<file path="src/rtl/pipe_ctrl_pkg.sv">
// ---------------------------------------------------------------------------
// pipe_ctrl_pkg
// Shared definitions for the pipeline hazard controller:
//   - controller state encoding
//   - default divide occupancy constant
//   - packed bundle of the stage load/flush enables plus canned values
// No ports; imported by pipe_ctrl and its interface users.
// ---------------------------------------------------------------------------
package pipe_ctrl_pkg;

  // Default number of cycles a divide keeps the EX stage busy.
  localparam int DIV_CYCLES_DEFAULT = 33;

  // Divide counter width; holds any occupancy up to 255.
  localparam int CNT_W = 8;

  typedef enum logic [1:0] {
    ST_IDLE      = 2'd0,
    ST_DIV_BUSY  = 2'd1,
    ST_IRQ_FLUSH = 2'd2
  } state_e;

  // Load and flush enables for the PC and the four stage registers.
  typedef struct packed {
    logic ld_pc;
    logic ld_ifid;
    logic ld_idex;
    logic ld_exmem;
    logic ld_memwb;
    logic fl_ifid;
    logic fl_idex;
    logic fl_exmem;
  } stage_ctrl_t;

  // Normal flow: every register loads, nothing is flushed.
  localparam stage_ctrl_t CTRL_RUN    = '{ld_pc: 1'b1, ld_ifid: 1'b1, ld_idex: 1'b1,
                                          ld_exmem: 1'b1, ld_memwb: 1'b1,
                                          fl_ifid: 1'b0, fl_idex: 1'b0, fl_exmem: 1'b0};

  // Data bus stall: nothing moves anywhere.
  localparam stage_ctrl_t CTRL_FREEZE = '{default: 1'b0};

  // Divide in EX: front end and EX held, a bubble goes into MEM.
  localparam stage_ctrl_t CTRL_DIV    = '{ld_pc: 1'b0, ld_ifid: 1'b0, ld_idex: 1'b0,
                                          ld_exmem: 1'b1, ld_memwb: 1'b1,
                                          fl_ifid: 1'b0, fl_idex: 1'b0, fl_exmem: 1'b1};

  // Load-use hazard: PC and IF/ID hold, a bubble goes into EX.
  localparam stage_ctrl_t CTRL_LDUSE  = '{ld_pc: 1'b0, ld_ifid: 1'b0, ld_idex: 1'b1,
                                          ld_exmem: 1'b1, ld_memwb: 1'b1,
                                          fl_ifid: 1'b0, fl_idex: 1'b1, fl_exmem: 1'b0};

  // Taken jump from EX: kill the two younger instructions.
  localparam stage_ctrl_t CTRL_JUMP   = '{ld_pc: 1'b1, ld_ifid: 1'b1, ld_idex: 1'b1,
                                          ld_exmem: 1'b1, ld_memwb: 1'b1,
                                          fl_ifid: 1'b1, fl_idex: 1'b1, fl_exmem: 1'b0};

  // Interrupt entry: kill everything up to and including EX.
  localparam stage_ctrl_t CTRL_IRQ    = '{ld_pc: 1'b1, ld_ifid: 1'b1, ld_idex: 1'b1,
                                          ld_exmem: 1'b1, ld_memwb: 1'b1,
                                          fl_ifid: 1'b1, fl_idex: 1'b1, fl_exmem: 1'b1};

endpackage

</file>
<file path="src/rtl/pipe_ctrl_if.sv">
// ---------------------------------------------------------------------------
// pipe_ctrl_if
// Bundle between the pipeline datapath and the hazard controller.
//   Requests into the controller : bus_wait, jump_req/jump_addr, load_use,
//                                  div_start, irq_req/irq_vec
//   Controls out of the controller: ld_* and fl_* stage enables, redirect,
//                                  redir_addr, irq_ack, div_busy
// Modports: master = datapath side, slave = controller side.
// ---------------------------------------------------------------------------
interface pipe_ctrl_if #(
  parameter int ADDR_WIDTH = 32
);

  logic                  bus_wait;
  logic                  jump_req;
  logic [ADDR_WIDTH-1:0] jump_addr;
  logic                  load_use;
  logic                  div_start;
  logic                  irq_req;
  logic [ADDR_WIDTH-1:0] irq_vec;

  logic                  ld_pc;
  logic                  ld_ifid;
  logic                  ld_idex;
  logic                  ld_exmem;
  logic                  ld_memwb;
  logic                  fl_ifid;
  logic                  fl_idex;
  logic                  fl_exmem;
  logic                  redirect;
  logic [ADDR_WIDTH-1:0] redir_addr;
  logic                  irq_ack;
  logic                  div_busy;

  modport master (
    output bus_wait, jump_req, jump_addr, load_use, div_start, irq_req, irq_vec,
    input  ld_pc, ld_ifid, ld_idex, ld_exmem, ld_memwb,
    input  fl_ifid, fl_idex, fl_exmem,
    input  redirect, redir_addr, irq_ack, div_busy
  );

  modport slave (
    input  bus_wait, jump_req, jump_addr, load_use, div_start, irq_req, irq_vec,
    output ld_pc, ld_ifid, ld_idex, ld_exmem, ld_memwb,
    output fl_ifid, fl_idex, fl_exmem,
    output redirect, redir_addr, irq_ack, div_busy
  );

endinterface

</file>
<file path="src/rtl/pipe_ctrl.sv">
// ---------------------------------------------------------------------------
// pipe_ctrl
// Central hazard/stall controller for a 5-stage pipeline. Decides every
// cycle which stage registers load, which get a bubble, and whether the PC
// is redirected (jump or interrupt). Also sequences multi-cycle divides.
// Ports:
//   clk   - clock, rising edge
//   rst_n - asynchronous active-low reset
//   bus   - pipe_ctrl_if.slave: requests in, stage controls out
// Parameters:
//   ADDR_WIDTH - instruction address width
//   DIV_CYCLES - EX occupancy of one divide, legal 2..255
// ---------------------------------------------------------------------------
module pipe_ctrl
  import pipe_ctrl_pkg::*;
#(
  parameter int ADDR_WIDTH = 32,
  parameter int DIV_CYCLES = DIV_CYCLES_DEFAULT
) (
  input  logic      clk,
  input  logic      rst_n,
  pipe_ctrl_if.slave bus
);

  state_e              state_q, state_d;
  logic [CNT_W-1:0]    cnt_q, cnt_d;
  stage_ctrl_t         ctrl;
  logic                redirect;
  logic [ADDR_WIDTH-1:0] redir_addr;
  logic                irq_ack;

  // Next-state and output decode. A bus stall overrides everything and
  // holds state and counter, so a stalled request is simply seen again on
  // the next unstalled cycle. In IDLE the request priority is
  // irq > jump > divide > load-use; a jump makes the dependent ID/IF
  // instructions irrelevant, which is why it masks load_use/div_start.
  // The divide counter is preloaded with DIV_CYCLES-1 on the start cycle,
  // so the start cycle plus the DIV_BUSY cycles add up to DIV_CYCLES.
  always_comb begin
    state_d    = state_q;
    cnt_d      = cnt_q;
    ctrl       = CTRL_RUN;
    redirect   = 1'b0;
    redir_addr = '0;
    irq_ack    = 1'b0;

    if (bus.bus_wait) begin
      ctrl = CTRL_FREEZE;
    end else begin
      case (state_q)
        ST_IDLE: begin
          if (bus.irq_req) begin
            ctrl       = CTRL_IRQ;
            redirect   = 1'b1;
            redir_addr = bus.irq_vec;
            irq_ack    = 1'b1;
            state_d    = ST_IRQ_FLUSH;
          end else if (bus.jump_req) begin
            ctrl       = CTRL_JUMP;
            redirect   = 1'b1;
            redir_addr = bus.jump_addr;
          end else if (bus.div_start) begin
            ctrl    = CTRL_DIV;
            cnt_d   = CNT_W'(DIV_CYCLES - 1);
            state_d = ST_DIV_BUSY;
          end else if (bus.load_use) begin
            ctrl = CTRL_LDUSE;
          end
        end

        ST_DIV_BUSY: begin
          if (cnt_q > CNT_W'(1)) begin
            ctrl  = CTRL_DIV;
            cnt_d = cnt_q - CNT_W'(1);
          end else begin
            cnt_d   = '0;
            state_d = ST_IDLE;
          end
        end

        ST_IRQ_FLUSH: begin
          state_d = ST_IDLE;
        end

        default: begin
          state_d = ST_IDLE;
          cnt_d   = '0;
        end
      endcase
    end
  end

  // State and divide counter registers; reset abandons any divide or
  // interrupt entry in progress.
  always_ff @(posedge clk or negedge rst_n) begin
    if (!rst_n) begin
      state_q <= ST_IDLE;
      cnt_q   <= '0;
    end else begin
      state_q <= state_d;
      cnt_q   <= cnt_d;
    end
  end

  // Drive the interface from the decoded bundle.
  always_comb begin
    bus.ld_pc      = ctrl.ld_pc;
    bus.ld_ifid    = ctrl.ld_ifid;
    bus.ld_idex    = ctrl.ld_idex;
    bus.ld_exmem   = ctrl.ld_exmem;
    bus.ld_memwb   = ctrl.ld_memwb;
    bus.fl_ifid    = ctrl.fl_ifid;
    bus.fl_idex    = ctrl.fl_idex;
    bus.fl_exmem   = ctrl.fl_exmem;
    bus.redirect   = redirect;
    bus.redir_addr = redir_addr;
    bus.irq_ack    = irq_ack;
    bus.div_busy   = (state_q == ST_DIV_BUSY);
  end

endmodule

</file>
<file path="src/flat_wrapper.sv">
// flat-port wrapper written by rule: the top's interface ports become plain ports
module pipe_ctrl_flat import pipe_ctrl_pkg::*;
#(
  parameter int ADDR_WIDTH = 32,
  parameter int DIV_CYCLES = DIV_CYCLES_DEFAULT
)
  (clk, rst_n, bus_bus_wait, bus_jump_req, bus_jump_addr, bus_load_use, bus_div_start, bus_irq_req, bus_irq_vec, bus_ld_pc, bus_ld_ifid, bus_ld_idex, bus_ld_exmem, bus_ld_memwb, bus_fl_ifid, bus_fl_idex, bus_fl_exmem, bus_redirect, bus_redir_addr, bus_irq_ack, bus_div_busy);
  pipe_ctrl_if #(.ADDR_WIDTH(ADDR_WIDTH)) bus_i ();
  input  logic clk;
  input  logic rst_n;
  input wire logic [$bits(bus_i.bus_wait)-1:0] bus_bus_wait;
  input wire logic [$bits(bus_i.jump_req)-1:0] bus_jump_req;
  input wire logic [$bits(bus_i.jump_addr)-1:0] bus_jump_addr;
  input wire logic [$bits(bus_i.load_use)-1:0] bus_load_use;
  input wire logic [$bits(bus_i.div_start)-1:0] bus_div_start;
  input wire logic [$bits(bus_i.irq_req)-1:0] bus_irq_req;
  input wire logic [$bits(bus_i.irq_vec)-1:0] bus_irq_vec;
  output wire logic [$bits(bus_i.ld_pc)-1:0] bus_ld_pc;
  output wire logic [$bits(bus_i.ld_ifid)-1:0] bus_ld_ifid;
  output wire logic [$bits(bus_i.ld_idex)-1:0] bus_ld_idex;
  output wire logic [$bits(bus_i.ld_exmem)-1:0] bus_ld_exmem;
  output wire logic [$bits(bus_i.ld_memwb)-1:0] bus_ld_memwb;
  output wire logic [$bits(bus_i.fl_ifid)-1:0] bus_fl_ifid;
  output wire logic [$bits(bus_i.fl_idex)-1:0] bus_fl_idex;
  output wire logic [$bits(bus_i.fl_exmem)-1:0] bus_fl_exmem;
  output wire logic [$bits(bus_i.redirect)-1:0] bus_redirect;
  output wire logic [$bits(bus_i.redir_addr)-1:0] bus_redir_addr;
  output wire logic [$bits(bus_i.irq_ack)-1:0] bus_irq_ack;
  output wire logic [$bits(bus_i.div_busy)-1:0] bus_div_busy;
  assign bus_i.bus_wait = bus_bus_wait;
  assign bus_i.jump_req = bus_jump_req;
  assign bus_i.jump_addr = bus_jump_addr;
  assign bus_i.load_use = bus_load_use;
  assign bus_i.div_start = bus_div_start;
  assign bus_i.irq_req = bus_irq_req;
  assign bus_i.irq_vec = bus_irq_vec;
  assign bus_ld_pc = bus_i.ld_pc;
  assign bus_ld_ifid = bus_i.ld_ifid;
  assign bus_ld_idex = bus_i.ld_idex;
  assign bus_ld_exmem = bus_i.ld_exmem;
  assign bus_ld_memwb = bus_i.ld_memwb;
  assign bus_fl_ifid = bus_i.fl_ifid;
  assign bus_fl_idex = bus_i.fl_idex;
  assign bus_fl_exmem = bus_i.fl_exmem;
  assign bus_redirect = bus_i.redirect;
  assign bus_redir_addr = bus_i.redir_addr;
  assign bus_irq_ack = bus_i.irq_ack;
  assign bus_div_busy = bus_i.div_busy;
  pipe_ctrl #(.ADDR_WIDTH(ADDR_WIDTH), .DIV_CYCLES(DIV_CYCLES)) u_core (.clk(clk), .rst_n(rst_n), .bus(bus_i));
endmodule
</file>
<file path="config.mk">
export PLATFORM = sky130hd
export DESIGN_NAME = pipe_ctrl_flat
export DESIGN_NICKNAME = d
export VERILOG_FILES = /design/src/rtl/pipe_ctrl_pkg.sv /design/src/rtl/pipe_ctrl_if.sv /design/src/rtl/pipe_ctrl.sv /design/src/flat_wrapper.sv
export SDC_FILE = /design/constraint.sdc
export NUM_CORES = 1
export LEC_CHECK = 0
export ABC_CLOCK_PERIOD_IN_PS = 1700
export BUFFER_PORTS_ARGS = -buffer_cell sky130_fd_sc_hd__buf_2
export CAP_MARGIN = 10
export CORE_ASPECT_RATIO = 0.5
export CORE_MARGIN = 5
export CORE_UTILIZATION = 31
export CTS_CLUSTER_SIZE = 12
export DETAILED_ROUTE_END_ITERATION = 6
export GPL_TIMING_DRIVEN = 0
export PLACE_DENSITY = 0.77
export SYNTH_ARGS = -nofsm -noshare
export SYNTH_HDL_FRONTEND = slang
export SYNTH_SLANG_ARGS = --single-unit
</file>
<file path="constraint.sdc">
create_clock -name clk -period 1.7 [get_ports clk]
set_input_delay 0.17 -clock clk [delete_from_list [all_inputs] [get_ports clk]]
set_output_delay 0.17 -clock clk [all_outputs]
set_load 0.01 [all_outputs]
</file>
## Yosys cells after proc, flatten, opt, wreduce, memory -nomap -nowiden

Index checks and enable logic that the tools add are counted.

| word-level totals | value |
|---|---|
| register bits after elaboration | 10 |
| input port bits | 71 |

| operators by class | value |
|---|---|
| add/sub/neg operators | 1 |
| order comparisons | 1 |
| eq/ne operators | 8 |
| multiplexer cells | 28 |
| bitwise operators | 2 |
| reductions and logical operators | 3 |

Operators by type and width:

| operator | count |
|---|---|
| two-way mux 32 bit | 4 |
| two-way mux 8 bit | 10 |
| case mux 8 bit (3 select lines) | 1 |
| case mux 8 bit (2 select lines) | 1 |
| > comparator 8 x 1 -> 1 bit (second input constant) | 1 |
| two-way mux 2 bit | 4 |
| inequality test 2 bit (second input constant) | 4 |
| subtractor 8 x 1 -> 8 bit (second input constant) | 1 |
| two-way mux 1 bit | 7 |
| inequality test 3 bit (second input constant) | 2 |
| AND reduction 5 bit | 1 |
| case mux 2 bit (2 select lines) | 1 |
| AND reduction 4 bit | 1 |
| equality test 2 x 1 -> 1 bit (second input constant) | 1 |
| equality test 2 bit (second input constant) | 1 |
| zero test 2 bit | 1 |
| inverter 1 bit | 2 |

## Logic depth before layout (Yosys ltp)

Gate-level depths: netlist of run 1.

| logic depth | value |
|---|---|
| word-level depth | 6 |
| mapped depth | 7 |
| mapped depth without buffers | 6 |

## Worst setup path before layout of run 1

OpenSTA, ideal clock, no wires.

| timing path | value |
|---|---|
| kind | flip-flop to output port |
| start | register u_core.cnt_q[2] |
| end | output port bus_ld_pc |
| data arrival time | 1.600 ns |
| data required time | 1.530 ns |
| path slack | -0.070 ns |
| cell stages (with the launch flop) | 6 |
| path through | dfrtp_1 -> nor4_2 -> a31o_1 -> nand2_1 -> a21oi_1 -> buf_4 |

| on the way | value |
|---|---|
| longest elaborated chain between the ends | 4 |

Ends and longest elaborated chain:

| what | RTL line | RTL |
|---|---|---|
| from (decl) | pipe_ctrl.sv:26 | `logic [CNT_W-1:0] cnt_q, cnt_d;` |
| from (signal assigned) | pipe_ctrl.sv:101 | `cnt_q <= cnt_d;` |
| > comparator 8 x 1 -> 1 bit | pipe_ctrl.sv:72 | `if (cnt_q > CNT_W'(1)) begin` |
| two-way mux 8 bit | pipe_ctrl.sv:72 |  |
| case mux 8 bit (2 select lines) | pipe_ctrl.sv:50 | `case (state_q)` |
| two-way mux 8 bit | pipe_ctrl.sv:47 | `if (bus.bus_wait) begin` |
| to (decl) | flat_wrapper.sv:18 | `output wire logic [$bits(bus_i.ld_pc)-1:0] bus_ld_pc;` |

Every way passes these cells.

## Worst setup path after layout of run 1

| timing path | value |
|---|---|
| start | register u_core.state_q[0] |
| end | output port bus_redir_addr[3] |

| on the way | value |
|---|---|
| longest elaborated chain between the ends | 3 |

Ends and longest elaborated chain:

| what | RTL line | RTL |
|---|---|---|
| from (decl) | pipe_ctrl.sv:25 | `state_e state_q, state_d;` |
| from (signal assigned) | pipe_ctrl.sv:100 | `state_q <= state_d;` |
| zero test 2 bit | pipe_ctrl.sv:50 |  |
| two-way mux 32 bit | pipe_ctrl.sv:50 |  |
| two-way mux 32 bit | pipe_ctrl.sv:47 |  |
| to (decl) | flat_wrapper.sv:27 | `output wire logic [$bits(bus_i.redir_addr)-1:0] bus_redir_addr;` |

Every way passes these cells.

==> key figures, run 1 <==
Run status
  • Status: complete, but fails checks
  • Violated checks: negative setup slack

Synth
  • Largest family of logic cells by synthesized area: compound AO/OA/AOI/OAI gates
  • Adder-cell area share of the yosys netlist: 0.0242
  • Ys Warns: 0
  • Mux cell area share after synthesis: 0.0109
  • Simple-Gate Fraction of Synth Area: 0.202
  • Main synth FF type: dfrtp_1
  • Synth top cells by count: 32 x a22o_1, 10 x dfrtp_1, 10 x nand2_1, 9 x a21oi_1, 9 x nor2_1
  • Fraction of synthesized cell area in xor and xnor cells: 0
  • Syn Inst Count: 125
  • Sequential-to-total area share from yosys stat: 0.242
  • Compound-cell area share of the yosys netlist: 0.435
  • Post-synth EDFFs: 0
  • Yosys top cell by area: a22o_1
  • Yosys reg bits: 10
  • Mapped Area: 1030 sq um
  • Share of flip-flops with an asynchronous set or reset: 1.00
  • Leading post-synthesis cells by cell area: a22o_1 27%, dfrtp_1 24%, a21oi_1 4.4%, buf_4 3.6%, nand2_1 3.6%
  • Top cell type's share of synthesized area: 0.272
  • Post-synth cell types: 38
  • Syn_area_per_cell: 8.26 sq um
  • Most common cell in the netlist: a22o_1
  • Syn_nets: 198

Worst hold path
  • HP Start: bus_bus_wait
  • Hold Crit Class: in -> reg
  • WHS Path Cells: 2
  • Worst Hold End: u_core.state_q[1]$_DFFE_PN0P_

Layout
  • Fin nets: 341
  • Final core utilization: 0.702
  • Fin cells: 307
  • Number of fill cells in the layout: 217
  • Layout cells sized above 1: 0.682
  • Post-route cell area: 2180 sq um
  • Syn-to-layout area delta: 111%
  • # diodes: 0

CTS
  • Skew-Pair Late Insertion Delay: 240 ps
  • Htree depth: 1
  • Inserted Clock Buffers: 3
  • CTS tree: built
  • Root buffer cell: clkbuf_8
  • Clock tree buffer depth: 2
  • Worst-path clk slew: 50 ps
  • Sink Count: 10

GRT
  • Initial antenna violation count: 0
  • GRT Residual Overflow: 0
  • Total Routing Usage GR: 0.211
  • First-pass GRT wire length: 7.94 mm
  • Via count of the first global-routing pass: 1570
  • Largest net degree at the start of global routing: 11

STA
  • Peak Freq: 504 MHz
  • Max-Slew Margin vs Limit: 0.761
  • Worst Slack Setup Final: -285 ps
  • Clock skew: 0.252 ps
  • Max-slew violations: 0
  • Measured slew at the worst slew-check pin: 357 ps
  • Period utilization: 1.17
  • Min Tclk post-route: 1990 ps
  • Setup Viol. Count Final: 45
  • RSZ-0062 raised after global routing: true
  • Final hold violations: 0

Die
  • Floorplan Core Area: 3100 sq um
  • Initial core utilization: 0.333
  • Io pins: 114
  • Die area: 4650 sq um
  • Die height: 50.8 um
  • DIE WIDTH: 91.6 um
  • Rows: 14

Power
  • Clk pwr share: 0.173
  • Sw Ratio: 0.414
  • Int Pwr: 0.00105 W
  • Switching pwr: 0.000739 W
  • Pwr per Cell Area: 821 nW/um^2
  • Pleak: 1.18 nW
  • Comb pwr share: 0.604
  • Max rail drop VDD: 0.000559 V
  • Seq pwr share: 0.223

Drt
  • Avg WL per Cell: 18.7 um
  • ANT nets after route: 0
  • Via/cell ratio: 5.39
  • DRC viols: 0
  • Vias post-DR: 1655
  • First DRT Iteration DRCs: 136
  • First-pass iteration count of the detailed router: 4
  • Wirelength, routed: 5.74 mm

Worst setup path
  • Crit Path Max Fanout: 6
  • Worst r2r src: u_core.cnt_q[0]$_DFFE_PN0P_
  • CP Capture Type: output pin
  • Worst path most repeated cell: buf_6
  • Crit-path slowest cell: or3_4
  • Setup CP Type: reg -> out
  • Max incr delay on CP: 420 ps
  • Startpoint Class: flop
  • CP bufs+invs: 3
  • Worst EP required: 1530 ps
  • R2r setup slk: -200 ps
  • Worst reg2reg endpoint: u_core.cnt_q[7]$_DFFE_PN0P_
  • Critical path's top delay family: simple AND/OR/NAND/NOR gates
  • CP arrival: 1820 ps
  • CP Cell Sequence: or3_4 > nor3b_4 > buf_6 > buf_4 > a22o_1 > buf_6
  • Cell depth of the worst flop-to-flop path: 5
  • Stages on the worst setup path: 6

Run
  • Max-cap viol count: 0

Placed design
  • PortBufs: 113
  • Pre-CTS setup slack: -250 ps
  • Placed cell count: 278
  • Placement Cell Area: 1660 sq um
  • Final GP Congestion: 0.846
  • Dpl hpwl: 3.71 mm
==> what timing repair did <==
| item | 4_1_cts | 5_1_grt |
|---|---|---|
| resized for setup | 43 | 19 |
| pin swaps | 12 | 13 |
| gates cloned | 2 | 0 |
| buffers inserted | 15 | 8 |
| endpoints found under the hold margin | 10 | 0 |
| endpoints found under the setup margin | 44 | 45 |
| hold buffers | 1 | 0 |
==> per-stage QoR <==
stage                     power, W  hold WS (ps)  setup TNS [ps]
after detailed placement   0.00103          46.4           -8120
after floorplan           0.000780          -126           -7.64
after global routing       0.00187           241          -12480
after CTS                  0.00157           200           -9050
after global placement     0.00100          40.6           -7450
final                      0.00179           222           -9270
==> power by group through the flow <==
stage / Clock, W / Sequential (W) / Combinational, W
CTS: 0.000306 / 0.000383 / 0.000886
global placement: 0 / 0.000380 / 0.000624
finish: 0.000309 / 0.000398 / 0.00108
detailed placement: 0 / 0.000386 / 0.000645
floorplan: 0 / 0.000364 / 0.000416
global route: 0.000330 / 0.000401 / 0.00114
==> routing by layer <==
| metal | vias up | track usage | share of wire |
|---|---|---|---|
| li1 | 766 | - | - |
| met2 | 100 | 0.409 | 0.52 |
| met4 | 0 | 0.0775 | 0.036 |
| met1 | 771 | 0.230 | 0.36 |
| met5 | - | 0 | 0 |
| met3 | 18 | 0.0463 | 0.084 |
==> cell type report <==
type	instances	area (sq um)	share of cell area
Timing Repair Buffer	139	862	0.396
Sequential cell	10	254	0.117
Inverter	7	26.3	0.0121
Tap cell	40	50.0	0.0230
Multi-Input combinational cell	98	845	0.388
Clock buffer	4	55.1	0.0253
Buffer	9	83.8	0.0385
==> kinds of logic (layout without fill, tap and decap cells) <==
logic type / Yosys count / in the layout
AOI/OAI and AO/OA: 58 / 58
and+or+nand+nor: 37 / 37
buffers and inverters: 17 / 159
DFF: 10 / 10
adders and majority gates: 2 / 2
muxes: 1 / 1
==> worst max path at each step <==
stage | slack (ps) | from | to
floorplan | -8 | u_core.cnt_q[2]$_DFFE_PN0P_ | u_core.cnt_q[7]$_DFFE_PN0P_
global placement | -250 | u_core.state_q[1]$_DFFE_PN0P_ | bus_redir_addr[8]
detailed placement | -250 | u_core.state_q[1]$_DFFE_PN0P_ | bus_redir_addr[13]
CTS | -280 | u_core.state_q[1]$_DFFE_PN0P_ | bus_redir_addr[7]
global route | -360 | u_core.state_q[0]$_DFFE_PN0P_ | bus_redir_addr[6]
finish | -290 | u_core.state_q[0]$_DFFE_PN0P_ | bus_redir_addr[3]
==> sequential cells by signal, summed over array words and instances, names as in the netlist <==
signal,flops
u_core.cnt_q,8
u_core.state_q,2
==> cell usage in the layout, fill, tap and decap left out, types with 2 or more instances in the layout <==
master      n
a21oi_2     3
dfrtp_2     3
buf_2     103
clkbuf_8    4
buf_6      22
nand2b_1    3
inv_1       7
nor3_1      2
nand2_1     9
or4_4       2
o311ai_4    2
nor2_1      8
a22o_1     32
ha_2        2
buf_4      21
a21oi_1     6
o21ai_2     3
dfrtp_1     7
or2_4       2
o21ai_0     2
Power figures use the tool's default switching activity.
==> run 2, diff against run 1 <==
Settings changed: CELL_PAD_IN_SITES_DETAIL_PLACEMENT set to 1, CELL_PAD_IN_SITES_GLOBAL_PLACEMENT set to 2, CORE_UTILIZATION 31 to 14, PLACE_DENSITY 0.77 to not set, PLACE_DENSITY_LB_ADDON set to 0.1.
==> run 2 against run 1 <==
  * The flow still finishes with violations (negative setup slack)
  * Clock power up 32%
  * First-iteration DRC count shrank 68%
  * Critical path depth did not move
  * Largest cell class unchanged
  * Largest power group unchanged
==> key figures, run 2 (same netlist as run 1, synthesis figures left out) <==
Power
  • Max rail drop VDD: 0.000330 V
  • Pwr per Cell Area: 818 nW/um^2
  • Total power: 0.00185 W
  • Pleak: 1.18 nW

STA
  • Peak Freq: 513 MHz
  • Min Tclk post-route: 1950 ps
  • Max-Slew Margin vs Limit: 0.689
  • Setup Viol. Count Final: 40
  • Period utilization: 1.15
  • Worst Slack Setup Final: -251 ps
  • Final hold violations: 0
  • RSZ-0062 raised after global routing: true
  • Max-slew violations: 0
  • TNS Setup: -8280 ps
  • Measured slew at the worst slew-check pin: 464 ps
  • Clock skew: 0.679 ps
  • Hold slack final: 227 ps

GRT
  • Met2 Track Usage GR: 0.207
  • GRT Residual Overflow: 0
  • Via count of the first global-routing pass: 1665
  • Largest net degree at the start of global routing: 11
  • Total Routing Usage GR: 0.117
  • First-pass GRT wire length: 8.94 mm
  • Busiest layer in global routing: met2
  • GRT met1 Usage: 0.142
  • Initial antenna violation count: 0
  • Met3 usage in global routing: 0.0291

Layout
  • Largest registers: u_core.cnt_q x8, u_core.state_q x2
  • Flip-flop count of the largest register after layout: 8
  • Syn-to-layout area delta: 119%
  • Most common library cell in the layout ignoring fill and taps: buf_2
  • # diodes: 0
  • Fin nets: 339
  • Largest Register: u_core.cnt_q
  • Layout cells sized above 1: 0.689
  • Most frequent cells in the layout: 108 x buf_2, 32 x a22o_1, 17 x buf_6

Drt
  • Vias post-DR: 1584
  • First DRT Iteration DRCs: 44
  • ANT nets after route: 0
  • Via/cell ratio: 4.40
  • First-pass iteration count of the detailed router: 4
  • Avg WL per Cell: 16.3 um
  • Wirelength, routed: 5.87 mm
  • DRC viols: 0

Run status
  • Violated checks: negative setup slack
  • Status: complete, but fails checks

Worst setup path
  • Worst EP required: 1530 ps
  • Crit Path Max Fanout: 7
  • CP Capture Type: output pin
  • Max incr delay on CP: 410 ps
  • Startpoint Class: flop
  • CP Cell Sequence: or3_4 > nor3b_4 > buf_6 > buf_6 > a22o_1 > buf_2
  • Setup CP Type: reg -> out
  • Critical path startpoint: u_core.state_q[1]$_DFFE_PN0P_
  • Crit-path slowest cell: or3_4
  • Worst reg2reg endpoint: u_core.cnt_q[7]$_DFFE_PN0P_
  • Worst path most repeated cell: buf_6
  • Worst r2r src: u_core.cnt_q[1]$_DFFE_PN0P_
  • CP arrival: 1780 ps
  • Stages on the worst setup path: 6
  • R2r setup slk: -110 ps
  • Critical path's top delay family: simple AND/OR/NAND/NOR gates
  • CP endpoint: bus_redir_addr[18]
  • CP bufs+invs: 3
  • Cell depth of the worst flop-to-flop path: 5

Placed design
  • Pre-CTS setup slack: -322 ps
  • PortBufs: 113
  • Final GP Congestion: 0.718
  • Dpl hpwl: 4.46 mm

Die
  • Io pins: 114
  • Initial core utilization: 0.143
  • Die area: 9290 sq um
  • Die height: 70.7 um
  • Rows: 22
  • DIE WIDTH: 131 um
  • Floorplan Core Area: 7240 sq um

Run
  • Max-cap viol count: 0

CTS
  • Root buffer cell: clkbuf_16
  • Htree depth: 1
  • Sink Count: 10
  • CTS tree: built
  • Inserted Clock Buffers: 3
  • Clock tree buffer depth: 2
  • Skew-Pair Late Insertion Delay: 230 ps
  • Worst-path clk slew: 40 ps

Worst hold path
  • Hold Crit Class: in -> reg
==> run 2: per-stage QoR <==
step                      instance area [sq um]   util  instances
final                                      2260  0.312        360
after global routing                       2260  0.312        360
after CTS                                  2110  0.292        355
after detailed placement                   1730  0.239        334
after global placement                     1730  0.239        334
after floorplan                            1040      -        125
==> run 2: layout make-up <==
| type | instances | area (sq um) |
|---|---|---|
| multi-input combinational | 98 | 860 |
| timing repair buffer | 137 | 833 |
| inverter | 7 | 26.3 |
| sequential | 10 | 254 |
| fill | 898 | 4980 |
| tap | 96 | 120 |
| buffer | 9 | 91.3 |
| clock buffer | 3 | 75.1 |
==> run 2: worst reg2reg max path: stages (launching register included) <==
cell	delay, ps
dfrtp_1	390
buf_6	130
or4_4	540
or4_4	430
a21oi_2	130
o22ai_1	80
==> run 2: power breakdown <==
part / internal (W) / switching, W
Combinational: 0.000565 / 0.000487
Clock: 0.000305 / 0.000104
Sequential: 0.000296 / 0.0000928
==> run 2: layer usage <==
metal,wire (um),part of all wire
met2,2880,0.49
met3,370,0.063
met4,70,0.012
met1,2550,0.43
met5,0,0
==> run 2: how the worst min path moves through the flow <==
stage	cells past startpoint	start	slack (ps)	end
CTS	2	bus_bus_wait	220	u_core.state_q[1]$_DFFE_PN0P_
detailed placement	1	rst_n	50	u_core.cnt_q[6]$_DFFE_PN0P_
finish	2	bus_bus_wait	230	u_core.state_q[1]$_DFFE_PN0P_
global route	2	bus_bus_wait	240	u_core.state_q[1]$_DFFE_PN0P_
floorplan	0	rst_n	-130	u_core.cnt_q[0]$_DFFE_PN0P_
global placement	1	rst_n	60	u_core.cnt_q[6]$_DFFE_PN0P_
==> run 2: timing repair <==
item	CTS	global route
endpoints found under the setup margin	45	45
pin swaps	9	9
resized for setup	40	22
setup buffers	17	4
gates cloned	1	1
hold buffers	1	0
hold endpoints to repair	10	0
